==> src/rtl/midi_tx.sv <==
// MIDI serial transmitter: frames a 1-3 byte MIDI message (status, data1, data2)
// onto a 31.25 kbaud-style UART line, message length derived from the status byte.
module midi_tx #(
    parameter int CLK_FREQ  = 50000000,
    parameter int BAUD      = 31250,
    parameter int REG_WIDTH = 8
) (
    input  logic                 clk,
    input  logic                 rst,
    input  logic [REG_WIDTH-1:0] status,
    input  logic [REG_WIDTH-1:0] data1,
    input  logic [REG_WIDTH-1:0] data2,
    input  logic                 send,
    output logic                 midi_out,
    output logic                 busy,
    output logic                 done,
    output logic                 err
);

    localparam int CLKS_PER_BIT = CLK_FREQ / BAUD;
    localparam int TW = (CLKS_PER_BIT > 1) ? $clog2(CLKS_PER_BIT) : 1;
    localparam logic [TW-1:0] TIMER_LAST = TW'(CLKS_PER_BIT - 1);

    typedef enum logic [1:0] {IDLE, START, DATA, STOP} state_t;

    state_t        state_q, state_d;
    logic [TW-1:0] timer_q, timer_d;
    logic [3:0]    bit_q, bit_d;
    logic [1:0]    byte_q, byte_d;
    logic [1:0]    len_q, len_d;
    logic [7:0]    status_q, status_d;
    logic [7:0]    data1_q, data1_d;
    logic [7:0]    data2_q, data2_d;
    logic          midi_out_q, midi_out_d;
    logic          busy_q, busy_d;
    logic          done_q, done_d;
    logic          err_q, err_d;

    logic          bitEnd;
    logic [7:0]    curByte;

    // Number of bytes in a message, from its status byte (status[7] already known set).
    function automatic logic [1:0] msgLen(input logic [7:0] s);
        logic [1:0] n;
        case (s[7:4])
            4'h8, 4'h9, 4'hA, 4'hB, 4'hE: n = 2'd3;
            4'hC, 4'hD:                   n = 2'd2;
            4'hF: begin
                case (s[3:0])
                    4'h1, 4'h3: n = 2'd2;
                    4'h2:       n = 2'd3;
                    default:    n = 2'd1;
                endcase
            end
            default: n = 2'd1;
        endcase
        return n;
    endfunction

    assign bitEnd = (timer_q == TIMER_LAST);

    always_comb begin
        case (byte_q)
            2'd0:    curByte = status_q;
            2'd1:    curByte = data1_q;
            default: curByte = data2_q;
        endcase
    end

    // bit_q walks the frame: 0 = start, 1..8 = data bits 0..7, 9 = stop.
    always_comb begin
        state_d    = state_q;
        timer_d    = timer_q + 1'b1;
        bit_d      = bit_q;
        byte_d     = byte_q;
        len_d      = len_q;
        status_d   = status_q;
        data1_d    = data1_q;
        data2_d    = data2_q;
        midi_out_d = midi_out_q;
        busy_d     = busy_q;
        done_d     = 1'b0;
        err_d      = 1'b0;

        case (state_q)
            IDLE: begin
                timer_d    = '0;
                midi_out_d = 1'b1;
                busy_d     = 1'b0;
                if (send) begin
                    if (status[7]) begin
                        state_d    = START;
                        status_d   = status[7:0];
                        data1_d    = {1'b0, data1[6:0]};
                        data2_d    = {1'b0, data2[6:0]};
                        len_d      = msgLen(status[7:0]);
                        byte_d     = 2'd0;
                        bit_d      = 4'd0;
                        midi_out_d = 1'b0;
                        busy_d     = 1'b1;
                    end else begin
                        err_d = 1'b1;
                    end
                end
            end
            START: begin
                if (bitEnd) begin
                    timer_d    = '0;
                    state_d    = DATA;
                    bit_d      = 4'd1;
                    midi_out_d = curByte[0];
                end
            end
            DATA: begin
                if (bitEnd) begin
                    timer_d = '0;
                    if (bit_q == 4'd8) begin
                        state_d    = STOP;
                        bit_d      = 4'd9;
                        midi_out_d = 1'b1;
                    end else begin
                        bit_d      = bit_q + 4'd1;
                        midi_out_d = curByte[bit_q[2:0]];
                    end
                end
            end
            STOP: begin
                if (bitEnd) begin
                    timer_d = '0;
                    bit_d   = 4'd0;
                    if ((byte_q + 2'd1) < len_q) begin
                        state_d    = START;
                        byte_d     = byte_q + 2'd1;
                        midi_out_d = 1'b0;
                    end else begin
                        state_d    = IDLE;
                        byte_d     = 2'd0;
                        midi_out_d = 1'b1;
                        busy_d     = 1'b0;
                        done_d     = 1'b1;
                    end
                end
            end
            default: begin
                state_d    = IDLE;
                midi_out_d = 1'b1;
                busy_d     = 1'b0;
            end
        endcase
    end

    always_ff @(posedge clk or negedge rst) begin
        if (!rst) begin
            state_q    <= IDLE;
            timer_q    <= '0;
            bit_q      <= '0;
            byte_q     <= '0;
            len_q      <= '0;
            status_q   <= '0;
            data1_q    <= '0;
            data2_q    <= '0;
            midi_out_q <= 1'b1;
            busy_q     <= 1'b0;
            done_q     <= 1'b0;
            err_q      <= 1'b0;
        end else begin
            state_q    <= state_d;
            timer_q    <= timer_d;
            bit_q      <= bit_d;
            byte_q     <= byte_d;
            len_q      <= len_d;
            status_q   <= status_d;
            data1_q    <= data1_d;
            data2_q    <= data2_d;
            midi_out_q <= midi_out_d;
            busy_q     <= busy_d;
            done_q     <= done_d;
            err_q      <= err_d;
        end
    end

    assign midi_out = midi_out_q;
    assign busy     = busy_q;
    assign done     = done_q;
    assign err      = err_q;

endmodule

==> config.mk <==
export PLATFORM = sky130hd
export DESIGN_NAME = midi_tx
export DESIGN_NICKNAME = d
export VERILOG_FILES = /design/src/rtl/midi_tx.sv
export SDC_FILE = /design/constraint.sdc
export NUM_CORES = 1
export LEC_CHECK = 0
export ABC_AREA = 1
export CORE_ASPECT_RATIO = 1.25
export CORE_MARGIN = 2
export CORE_UTILIZATION = 50
export DETAILED_ROUTE_END_ITERATION = 16
export PLACE_DENSITY = 0.82
export RECOVER_POWER = 100
export SLEW_MARGIN = 10
export SYNTH_ARGS = -nofsm -noshare
export SYNTH_HDL_FRONTEND = slang
export SYNTH_SLANG_ARGS = --single-unit
export TNS_END_PERCENT = 20
==> constraint.sdc <==
create_clock -name clk -period 1.75 [get_ports clk]
set_input_delay 0.35 -clock clk [delete_from_list [all_inputs] [get_ports clk]]
set_output_delay 0.35 -clock clk [all_outputs]
set_load 0.005 [all_outputs]
Word level (Yosys, flattened, before mapping)

Index checks and enable logic that the tools add are counted.

Add/subtract/negate cells: 3
$lt $le $gt $ge: 2
Eq/ne operators: 24
Muxes and demuxes: 44
Reductions and logical operators: 13

Operators by type and width:

| cell                                          | number |
|---|---|
| == test 4 bit, second input constant          | 9 |
| two-way mux 4 bit                             | 6 |
| case mux 11 bit (2 select lines)              | 1 |
| two-way mux 2 bit                             | 10 |
| two-way mux 1 bit                             | 17 |
| case mux 4 bit (4 select lines)               | 1 |
| case mux 8 bit (2 select lines)               | 1 |
| != test 2 bit, second input constant          | 7 |
| adder 11 x 1 -> 11 bit, second input constant | 1 |
| == test 11 bit, second input constant         | 1 |
| two-way mux 11 bit                            | 1 |
| AND reduction 3 bit                           | 3 |
| == test 4 x 2 -> 1 bit, second input constant | 2 |
| case mux 2 bit (2 select lines)               | 2 |
| case mux 2 bit (4 select lines)               | 1 |
| case mux 2 bit (3 select lines)               | 1 |
| AND reduction 6 bit                           | 1 |
| AND reduction 5 bit                           | 1 |
| OR reduction 5 bit                            | 1 |
| adder 4 x 1 -> 4 bit, second input constant   | 1 |
| == test 2 x 1 -> 1 bit, second input constant | 2 |
| == test 2 bit, second input constant          | 2 |
| == test 4 x 1 -> 1 bit, second input constant | 1 |
| zero test 2 bit                               | 2 |
| other kinds (10)                              | 11 |

Register bits: 47
Bits of input ports: 27
Output and inout port bits: 4

Longest topological paths before layout

Word-level depth: 7
Depth in mapped cells: 17

Worst setup path before layout

OpenSTA, ideal clock, no wires.

Path kind: register -> register
Start point: register byte_q[0]
End point: register state_q[0]
Setup time: 76 ps
Arrival: 1539 ps
Data required time: 1674 ps
Path slack: 135 ps
Stages on the path, launching flop included: 11
Clock period less this slack: 1615 ps
Cells stage by stage: dfrtp_1 > inv_1 > ha_1 > ha_1 > a21oi_1 > inv_1 > nor2_1 > nand2_1 > o21ai_0 > o21ai_1 > o21ai_1

Word-level cells in the longest chain between the ends: 5

Ends and longest elaborated chain:

| element                         | line | RTL |
|---|---|---|
| start: declaration              | 29   | `logic [1:0] byte_q, byte_d;` |
| start signal: assignment        | 170  | `byte_q <= byte_d;` |
| adder 2 x 1 -> 2 bit            | 131  | `if ((byte_q + 2'd1) < len_q) begin` |
| < comparator 2 bit              | 131  |  |
| two-way mux 1 bit               | 131  |  |
| two-way mux 2 bit               | 128  | `if (bitEnd) begin` |
| case mux 2 bit (4 select lines) | 85   | `case (state_q)` |
| end signal: assignment          | 167  | `state_q <= state_d;` |
| end: declaration                | 26   | `state_t state_q, state_d;` |

Every way passes these cells. The select of a mux whose other input is x is not followed.
A chain may end at the register's enable or synchronous reset.

Final worst setup path

Start point: register timer_q[1]
End point: register state_q[0]

Word-level cells in the longest chain between the ends: 3

Ends and longest elaborated chain:

| element                         | line | RTL |
|---|---|---|
| start: declaration              | 27   | `logic [TW-1:0] timer_q, timer_d;` |
| start signal: assignment        | 168  | `timer_q <= timer_d;` |
| == test 11 bit *                | 60   | `assign bitEnd = (timer_q == TIMER_LAST);` |
| != test 2 bit (no line)         | n/a  |  |
| AND reduction 6 bit (no line) * | n/a  |  |

Mark *: on every way between the ends. The rest lies on a longest branch, timed or not.

==> impl_metrics.py <==
metrics = {
    "run_status": {
        "status": "finished, final reports clean",
    },
    "floorplanning": {
        "rows": 28,
        "coreArea_mm2": 0.00473,
        "io_pins": 31,
        "die_h_um": 82.0,
        "die-area_mm2": 0.00545,
        "start_util_pct": 51.5,
        "die_x_um": 66.4,
    },
    "setup_path": {
        "cp_max_fo": 7,
        "cpPeakStageDelay_ns": 0.39,
        "crit_type": "flip-flop to flip-flop",
        "required_ns": 1.97,
        "crit_slowest_cell": "dfrtp_1",
        "crit_path_end_kind": "flip-flop",
        "start_kind": "flip-flop",
        "path_common_cell": "o21ai_1",
        "arrival_ns": 1.95,
        "cp_cell_sequence": "ha_2 -> nand4_4 -> nor2_4 -> nand2_4 -> o31ai_4 -> buf_6 -> nand2_8 -> a21oi_4 -> o21ai_1 -> o21ai_1",
    },
    "yosys": {
        "yosysSeqAreaShare_pct": 48.3,
        "yosys.area_share.simple_pct": 28.5,
        "synth_compound_area_share_pct": 10.2,
        "synth_area_mm2": 0.00244,
        "yosysUniqueCellTypes": 33,
        "synth_edf_count": 0,
        "muxShareOfSynthArea_pct": 0,
        "yosysWarningCount": 0,
        "synth_nets": 344,
        "syn_inst": 306,
        "synth_top_flop_cell": "dfrtp_1",
        "synth_seq_cells": 47,
        "synthArstFlopShare_pct": 100,
        "syn_area_per_cell_um2": 7.96,
        "synth_fa_ha_area_share_pct": 5.65,
        "synth_top_family_by_area": "simple AND/OR/NAND/NOR gates",
        "synth-xor-area-share_pct": 1.44,
    },
    "cells_and_area": {
        "layout_commonest_cell": "nand2_1",
        "finalNonFillerCells": 414,
        "syn2layout_area_growth_pct": 26.9,
        "layout-drive-gt1-share_pct": 13.3,
        "layout_common_cells": "nand2_1 (114), dfrtp_1 (46), inv_1 (27), clkdlybuf4s50_1 (27), nor2_1 (21)",
        "layout.nets": 392,
        "num_antenna_cells": 0,
    },
    "power_and_ir_drop": {
        "peakVddDrop_mv": 0.564,
        "p_leak_uw": 0.00161,
        "finalPower_uw": 2010,
        "powerDensity_mw_per_mm2": 651,
    },
    "detailed_routing": {
        "drt_iter0_markers": 89,
        "drc": 0,
        "totalWireLength_mm": 5.15,
        "avgRoutedWirePerCell_um": 12.4,
        "num_vias": 2089,
        "dr.pass1.iters": 4,
        "vias_per_cell": 5.05,
        "ant_nets": 0,
    },
    "clocking": {
        "clk_path_buf_depth": 2,
        "clk_latency_ns": 0.30,
        "cts_tree": "done",
        "htreeDepth": 2,
        "clkTransAtPathRegs_ns": 0.08,
        "numClockSinks": 47,
        "cts-root-buf": "clkbuf_8",
        "cts_buffers": 5,
    },
    "timing": {
        "finalCritPeriodShare_pct": 98.8,
        "min_period_ns": 1.73,
        "whs_ns": 0.348,
        "worst_pin_slew_ns": 1.13,
        "fmax_mhz": 578,
        "hold_viol": 0,
        "rsz0062_at_grt": "yes",
        "relSlewSlack_pct": 24.4,
        "fin_skew_ns": 0.00225,
        "maxSlewViolCount": 0,
        "setup_viol": 0,
    },
    "place": {
        "gp_congestion": 0.813,
        "hpwl_mm": 3.82,
        "placedCellCount": 403,
        "port_buffers": 28,
    },
    "global_route": {
        "grt_max_degree": 48,
        "antenna_found_initial": 0,
        "grt_use_total_pct": 20.8,
        "grt_remaining_overflow": 0,
        "grt_pass1_vias": 1952,
        "grt_first_pass_wirelength_mm": 8.42,
    },
    "flow_run": {
        "maxCapViolations": 0,
    },
    "min_path": {
        "hp-class": "primary input to async pin",
    },
}
[worst max-delay path: cells and delay by family, from the launching register on]
family | cells | cell delay (ns)
AO/OA/AOI/OAI | 4 | 0.40
adder cells (fa/ha/maj) | 1 | 0.24
buffers and inverters | 1 | 0.16
flip-flops | 1 | 0.39
AND/OR/NAND/NOR | 4 | 0.47
[power by group]
group          internal (uW)  total [uW]  switching (uW)
registers               1110        1120            11.3
logic                   68.6         130            61.0
clock network            419         765             347
total                   1590        2010             419
[repair_timing]
item / 4_1_cts / 5_1_grt
pin swaps: 1 / 3
gates resized for setup: 2 / 14
endpoints found under the setup margin: 3 / 7
hold buffers: 0 / 0
setup buffers: 0 / 4
[layer usage]
layer / track usage, % / share of wire (%) / vias up
li1: - / - / 1067
met1: 22.9 / 40 / 969
met2: 38.9 / 55 / 47
met3: 4.93 / 3.2 / 6
met4: 6.73 / 1.3 / 0
met5: 0 / 0 / -
[cells by family (layout without fill, tap and decap cells)]
group / Yosys count / in the layout
adders and majority gates: 11 / 11
buffers and inverters: 37 / 85
xor gates and xnor gates: 4 / 4
DFF: 47 / 47
and+or+nand+nor: 164 / 164
AOI/OAI and AO/OA: 43 / 43
[final cells by class]
type	instances	area [um2]
fillers	402	1640
multi-input cells	222	1180
flip-flops and latches	47	1180
repair buffers	48	439
inverters	30	113
well taps	60	75.1
clock buffers	6	72.6
clock inverters	1	30.0
[flip-flops by register name, summed over array words and instances, names as in the netlist]
register / count
data2_q: 7
midi_out: 1
state_q: 2
busy: 1
byte_q: 2
done: 1
bit_q: 4
timer_q: 11
len_q: 2
data1_q: 7
err: 1
status_q: 8
[stage by stage]
stage	util (%)	instance area [um2]	worst slack, ns	TNS, ns
3_3_place_gp	61.3	2900	0.00494	0
4_1_cts	63.7	3010	-0.0104	-0.0104
5_1_grt	65.3	3090	-0.0922	-0.237
2_1_floorplan	-	2440	0.135	0
3_5_place_dp	61.3	2900	-0.0448	-0.0800
6_report	65.3	3090	0.0208	0
[path summary, 6_finish.rpt]
| path | start | to | slack (ns) | cells past startpoint |
|---|---|---|---|---|
| min in group clk | midi_out | midi_out | 0.47 | 2 |
| max in group asynchronous | rst | data1_q[4] | 0.72 | 2 |
| setup / recovery | timer_q[1] | state_q[0] | 0.02 | 10 |
| setup reg to reg | timer_q[1] | state_q[0] | 0.02 | 10 |
| hold reg to reg | midi_out | midi_out | 0.47 | 2 |
| hold / removal | rst | done | 0.35 | 2 |
[synth_stat cells, types with 2 or more instances]
cell type	n	area share (%)
a21oi_1	21	4.3
buf_2	4	0.82
clkbuf_1	2	0.31
dfrtp_1	46	47
ha_1	11	5.6
inv_1	29	4.5
nand2_1	115	18
nand3_1	13	2.7
nand4_1	2	0.51
nor2_1	22	3.4
nor2_2	2	0.51
nor3_1	3	0.62
o211ai_1	2	0.62
o21ai_0	12	2.5
o21ai_1	2	0.41
xnor2_1	2	0.72
xor2_1	2	0.72
(Power assumes the default switching activity.)
==> RTL change 1, RTL diff (same settings) <==
Reset style: synchronous (`rst`), changed in one clocked block.
--- a/src/rtl/midi_tx.sv
+++ b/src/rtl/midi_tx.sv
@@ -150,5 +150,5 @@
     end
 
-    always_ff @(posedge clk or negedge rst) begin
+    always_ff @(posedge clk) begin
         if (!rst) begin
             state_q    <= IDLE;
Behaviour: differs if rst is asserted again (counterexample within 4 cycles, from zero or initial values and one cycle with rst low); with rst held inactive, the same outputs for 10 cycles.
==> RTL change 1 against the original RTL <==
- worst hold slack improved by 100 ps
- sequential cell count unchanged
- design area decreased by 7.7%
- core utilization decreased by 0.91 points
- first-iteration DRC count decreased by 31%
- count of clock-buffer cells in the layout unchanged
- routed wire length decreased by 9.9%
- area after synthesis decreased by 4.9%
- setup slack improved by 56 ps
- global-route usage decreased by 0.61 points
- critical path type unchanged
- largest cell class unchanged
- highest routed layer unchanged
Power is not compared: it rests on default switching activity, and its combinational part moved more than twofold at a synthesized area within 25%.
==> RTL change 1: results (changes against the original RTL) <==
Floorplanning
  • Tap Cells: 58 (-3.3%)

Setup path
  • Crit path max fanout: 4 (-3)
  • Largest stage delay, worst path: 330 ps (-60 ps)
  • CP delay by family, top: adder cells
  • Slowest CP cell: dfxtp_2

Placement
  • Hpwl dp: 3520 um (-7.9%)
  • Area after DPL: 2700 um2 (-6.9%)
  • Setup WS pre-CTS: 18.8 ps (+63.6 ps)
  • GPL Wtd Cong: 0.866 (+6.5%)
  • Post-placement cell count: 401 (-0.50%)

Routing
  • Met2 wire len: 2370 um (-17%)
  • Via/cell ratio: 5.12 (+1.4%)
  • Final WL: 4640 um (-9.9%)
  • Post-Route M1 WL: 2000 um (-3.6%)
  • DR WL met3: 157 um (-5.4%)
  • Initial drt markers: 61 (-31%)

Layout
  • Inverters: 33 (+10%)
  • Seq/total area: 0.331 (-0.0501)
  • Plain + repair buffers: 37 (-23%)
  • Reg area: 943 um2 (-20%)
  • Proportion of layout cells with a drive suffix above 1: 0.111 (-0.0217)
  • FILL cells: 406 (+1.0%)
  • Fin nets: 388 (-1.0%)
  • Seq_cells: 47 (unchanged)
  • Largest registers: timer_q (11), status_q (8)
  • Largest register by flop count: timer_q
  • Multi-input gates: 226 (+1.8%)

Hold path
  • Tightest Hold Check Type: register to register

Global route
  • Met2 Track Usage GR: 0.376 (-0.0127)
  • First-pass GRT wire length: 8340 um (-0.90%)
  • Gr usage total: 0.202 (-0.00612)
  • Vias in the first global route: 2060 (+5.5%)
  • Grt met1 use: 0.221 (-0.00816)

Power and ir drop
  • VDD IR max: slightly below 800 uV

Logic synthesis
  • Mapped Cells: 317 (+3.6%)
  • Synth top cells by count: nand2_1, dfxtp_1, a21oi_1
  • Compound-Gate Fraction of Synth Area: 0.143 (+0.0404)
  • Synth area leaders: dfxtp_1, nand2_1, a21oi_1, ha_1, inv_1
  • Synth Net Count: 355 (+3.2%)
  • Post-synth top flop: dfxtp_1
  • Synth Area in XOR/XNOR: 0.0227 (+0.00831)
  • Synth unique cells: 31 (-6.1%)
  • Sequential fraction of the synthesis area: 0.406 (-0.0770)
  • Adder-Cell Fraction of Synth Area: 0.0594 (+0.00293)

STA
  • Worst slew pin tran: 311 ps (-823 ps)
  • Clk_skew: 6.42 ps (+4.17 ps)

Run status
  • Outcome: finished, final reports clean

CTS
  • Later-pin clock latency in the skew report: roughly 290 ps
  • CTS resizes: 1 (-1)
[RTL change 1: cell types whose count changed after synthesis, sizes merged, moves of 3 or more]
cell	change
inv	+3
xor2	+3
nand2	-30
a21oi	+18
dfxtp	+47
dfrtp	-46
nand3	+11
clkbuf	+3
nor3b	+3
[RTL change 1: power by group through the flow]
stage | logic, mW | clock network [mW] | registers (mW)
after floorplan | 1.10 | 0 | 1.34
after global placement | 1.48 | 0 | 1.37
after detailed placement | 1.51 | 0 | 1.37
after CTS | 1.53 | 0.826 | 1.35
after global routing | 1.85 | 0.878 | 1.38
final | 1.64 | 0.810 | 1.36
[RTL change 1: worst paths after layout]
kind | startpoint | slack, ps | endpoint | cells after the start
worst min-delay path | timer_q[0] | 450 | timer_q[0] | 1
worst max-delay path | byte_q[0] | 80 | midi_out | 10
worst min register to register | timer_q[0] | 450 | timer_q[0] | 1
worst max register to register | byte_q[0] | 80 | midi_out | 10
==> RTL change 2, RTL diff (same settings) <==
Made on the original files. Change the parameter `BAUD` from 31250 to 62500.
--- a/src/rtl/midi_tx.sv
+++ b/src/rtl/midi_tx.sv
@@ -3,5 +3,5 @@
 module midi_tx #(
     parameter int CLK_FREQ  = 50000000,
-    parameter int BAUD      = 31250,
+    parameter int BAUD      = 62500,
     parameter int REG_WIDTH = 8
 ) (
Check against the original RTL: same outputs for any inputs over 10 cycles, from zero or initial values and one cycle with rst low; that may be too few to reach the edited logic, so the function may still have changed.
==> RTL change 2 against the original RTL <==
- power decreased by 1.7%
- routed wire length decreased by 6.8%
- area after synthesis decreased by 2.3%
- global-route usage decreased by 0.57 points
- setup slack improved by 54 ps
- design area decreased by 4.5%
- sequential cell count decreased by 1
- worst hold slack got worse by 15 ps
- critical path type is now register to output pin
- largest power group unchanged
==> RTL change 2: results (changes against the original RTL) <==
Power and ir drop
  • LEAKAGE: 1.49 nW (-7.5%)
  • VDD IR max: 391 uV (-31%)

Global route
  • Largest net degree at the start of global routing: 47 (-2.1%)
  • Gr usage total: 0.202 (-0.00572)
  • Vias in the first global route: 1895 (-2.9%)
  • Initial antenna violation count: 0 (unchanged)
  • First-pass GRT wire length: 8250 um (-2.0%)

CTS
  • H-Tree Level Count: 2 (unchanged)
  • Later-pin clock latency in the skew report: 300 ps (about the same)
  • Clk pin slew, worst setup/hold paths: 80 ps (about the same)
  • Root Driver: clkbuf_8
  • Clock Path Buffers: 2 (unchanged)
  • CTS buffer count: 5 (unchanged)

Logic synthesis
  • Synth unique cells: 32 (-3.0%)
  • Synth Net Count: 332 (-3.5%)
  • Synth Area in XOR/XNOR: 0.0184 (+0.00401)
  • Sequential fraction of the synthesis area: 0.484 (+0.000665)
  • Mapped Cells: 294 (-3.9%)
  • Adder-Cell Fraction of Synth Area: 0.0578 (+0.00131)
  • Post-synth top flop: dfrtp_1
  • Synth top cells by count: nand2_1, dfrtp_1, inv_1
  • Multiplexer share of the synthesized area: 0 (unchanged)
  • Share of synthesized registers carrying an async set or reset: 1.00 (unchanged)
  • Synth area leaders: dfrtp_1, nand2_1, ha_1, inv_1, nand3_1
  • Number of enable flip-flop cells after synthesis: 0 (unchanged)
  • Synth Warn #: 0 (unchanged)
  • Compound-Gate Fraction of Synth Area: 0.0930 (-0.00920)

Layout
  • Largest registers: timer_q (10), status_q (8)
  • Antenna cell count: 0 (unchanged)
  • Fin nets: 371 (-5.4%)
  • Max FFs per register: 10 (-1)
  • Proportion of layout cells with a drive suffix above 1: 0.135 (+0.00196)
  • P&R area growth vs syn: 24.0%
  • FILL cells: 408 (+1.5%)

STA
  • Rel. slew slack: 0.260 (+0.0161)
  • Clk_skew: 7.32 ps (+5.07 ps)

Placement
  • Port-buffer cells: 28 (unchanged)
  • GPL Wtd Cong: 0.852 (+4.8%)
  • Post-placement cell count: 385 (-4.5%)
  • Area after DPL: 2780 um2 (-4.1%)
  • Setup WS pre-CTS: -28.7 ps (+16.1 ps)
  • Hpwl dp: 3590 um (-6.2%)

Setup path
  • Crit path max fanout: 2 (-5)
  • CP arrival: 1330 ps (-620 ps)
  • CP delay by family, top: flip-flops
  • Largest stage delay, worst path: 540 ps (+150 ps)
  • Slowest CP cell: dfstp_2

Routing
  • Final WL: 4800 um (-6.8%)
  • Initial drt markers: 86 (-3.4%)
  • Detailed Routing Iterations Pass 1: 4 (unchanged)
  • Via/cell ratio: 5.13 (+1.6%)
  • Wire per inst: 12.2 um (-2.1%)

Run status
  • Outcome: finished, final reports clean

Hold path
  • Tightest Hold Check Type: input port to async pin
[RTL change 2: cell count changes after synthesis, sizes merged, moves of 3 or more]
cell   before  now
nor3b       0    3
nand3      13   21
a21oi      22   16
buf         5    2
nand2     117  104
[RTL change 2: timing repair]
item,CTS,global route
pin swaps,1,1
buffers inserted,1,0
setup endpoints to repair,1,19
gates resized for setup,1,14
[RTL change 2: final cells by class]
type | count | area share
multi-input cells | 213 | 0.390
inverters | 30 | 0.0382
clock buffers | 5 | 0.0233
flip-flops and latches | 46 | 0.390
well taps | 60 | 0.0254
clock inverters | 3 | 0.0136
repair buffers | 37 | 0.120
[RTL change 2: worst register-to-register path: cells and delay by family, from the launching register on]
family          cells  cell delay (ps)
fa+ha+maj           1              230
buf+inv             1               50
compound gates      1              100
flops               1              370
simple gates        6              790
[RTL change 2: layer usage]
| metal | GRT usage | share of wire |
|---|---|---|
| met1 | 0.238 | 0.42 |
| met2 | 0.362 | 0.52 |
| met3 | 0.0388 | 0.041 |
| met4 | 0.0771 | 0.019 |
| met5 | 0 | 0 |
[RTL change 2: path summary, 6_finish.rpt]
| path | from | to | slack [ps] | depth (start not counted) |
|---|---|---|---|---|
| setup / recovery | midi_out | midi_out | 70 | 1 |
| hold / removal | rst | busy | 330 | 2 |
| setup reg to reg | timer_q[1] | byte_q[0] | 120 | 9 |
| hold reg to reg | status_q[1] | status_q[1] | 480 | 2 |
| max in group asynchronous | rst | data2_q[2] | 730 | 2 |
| min in group clk | status_q[1] | status_q[1] | 480 | 2 |
[RTL change 2: where the power goes]
| part | internal (mW) | switching, mW |
|---|---|---|
| logic | 0.0641 | 0.0527 |
| registers | 1.08 | 0.0122 |
| clock network | 0.420 | 0.346 |
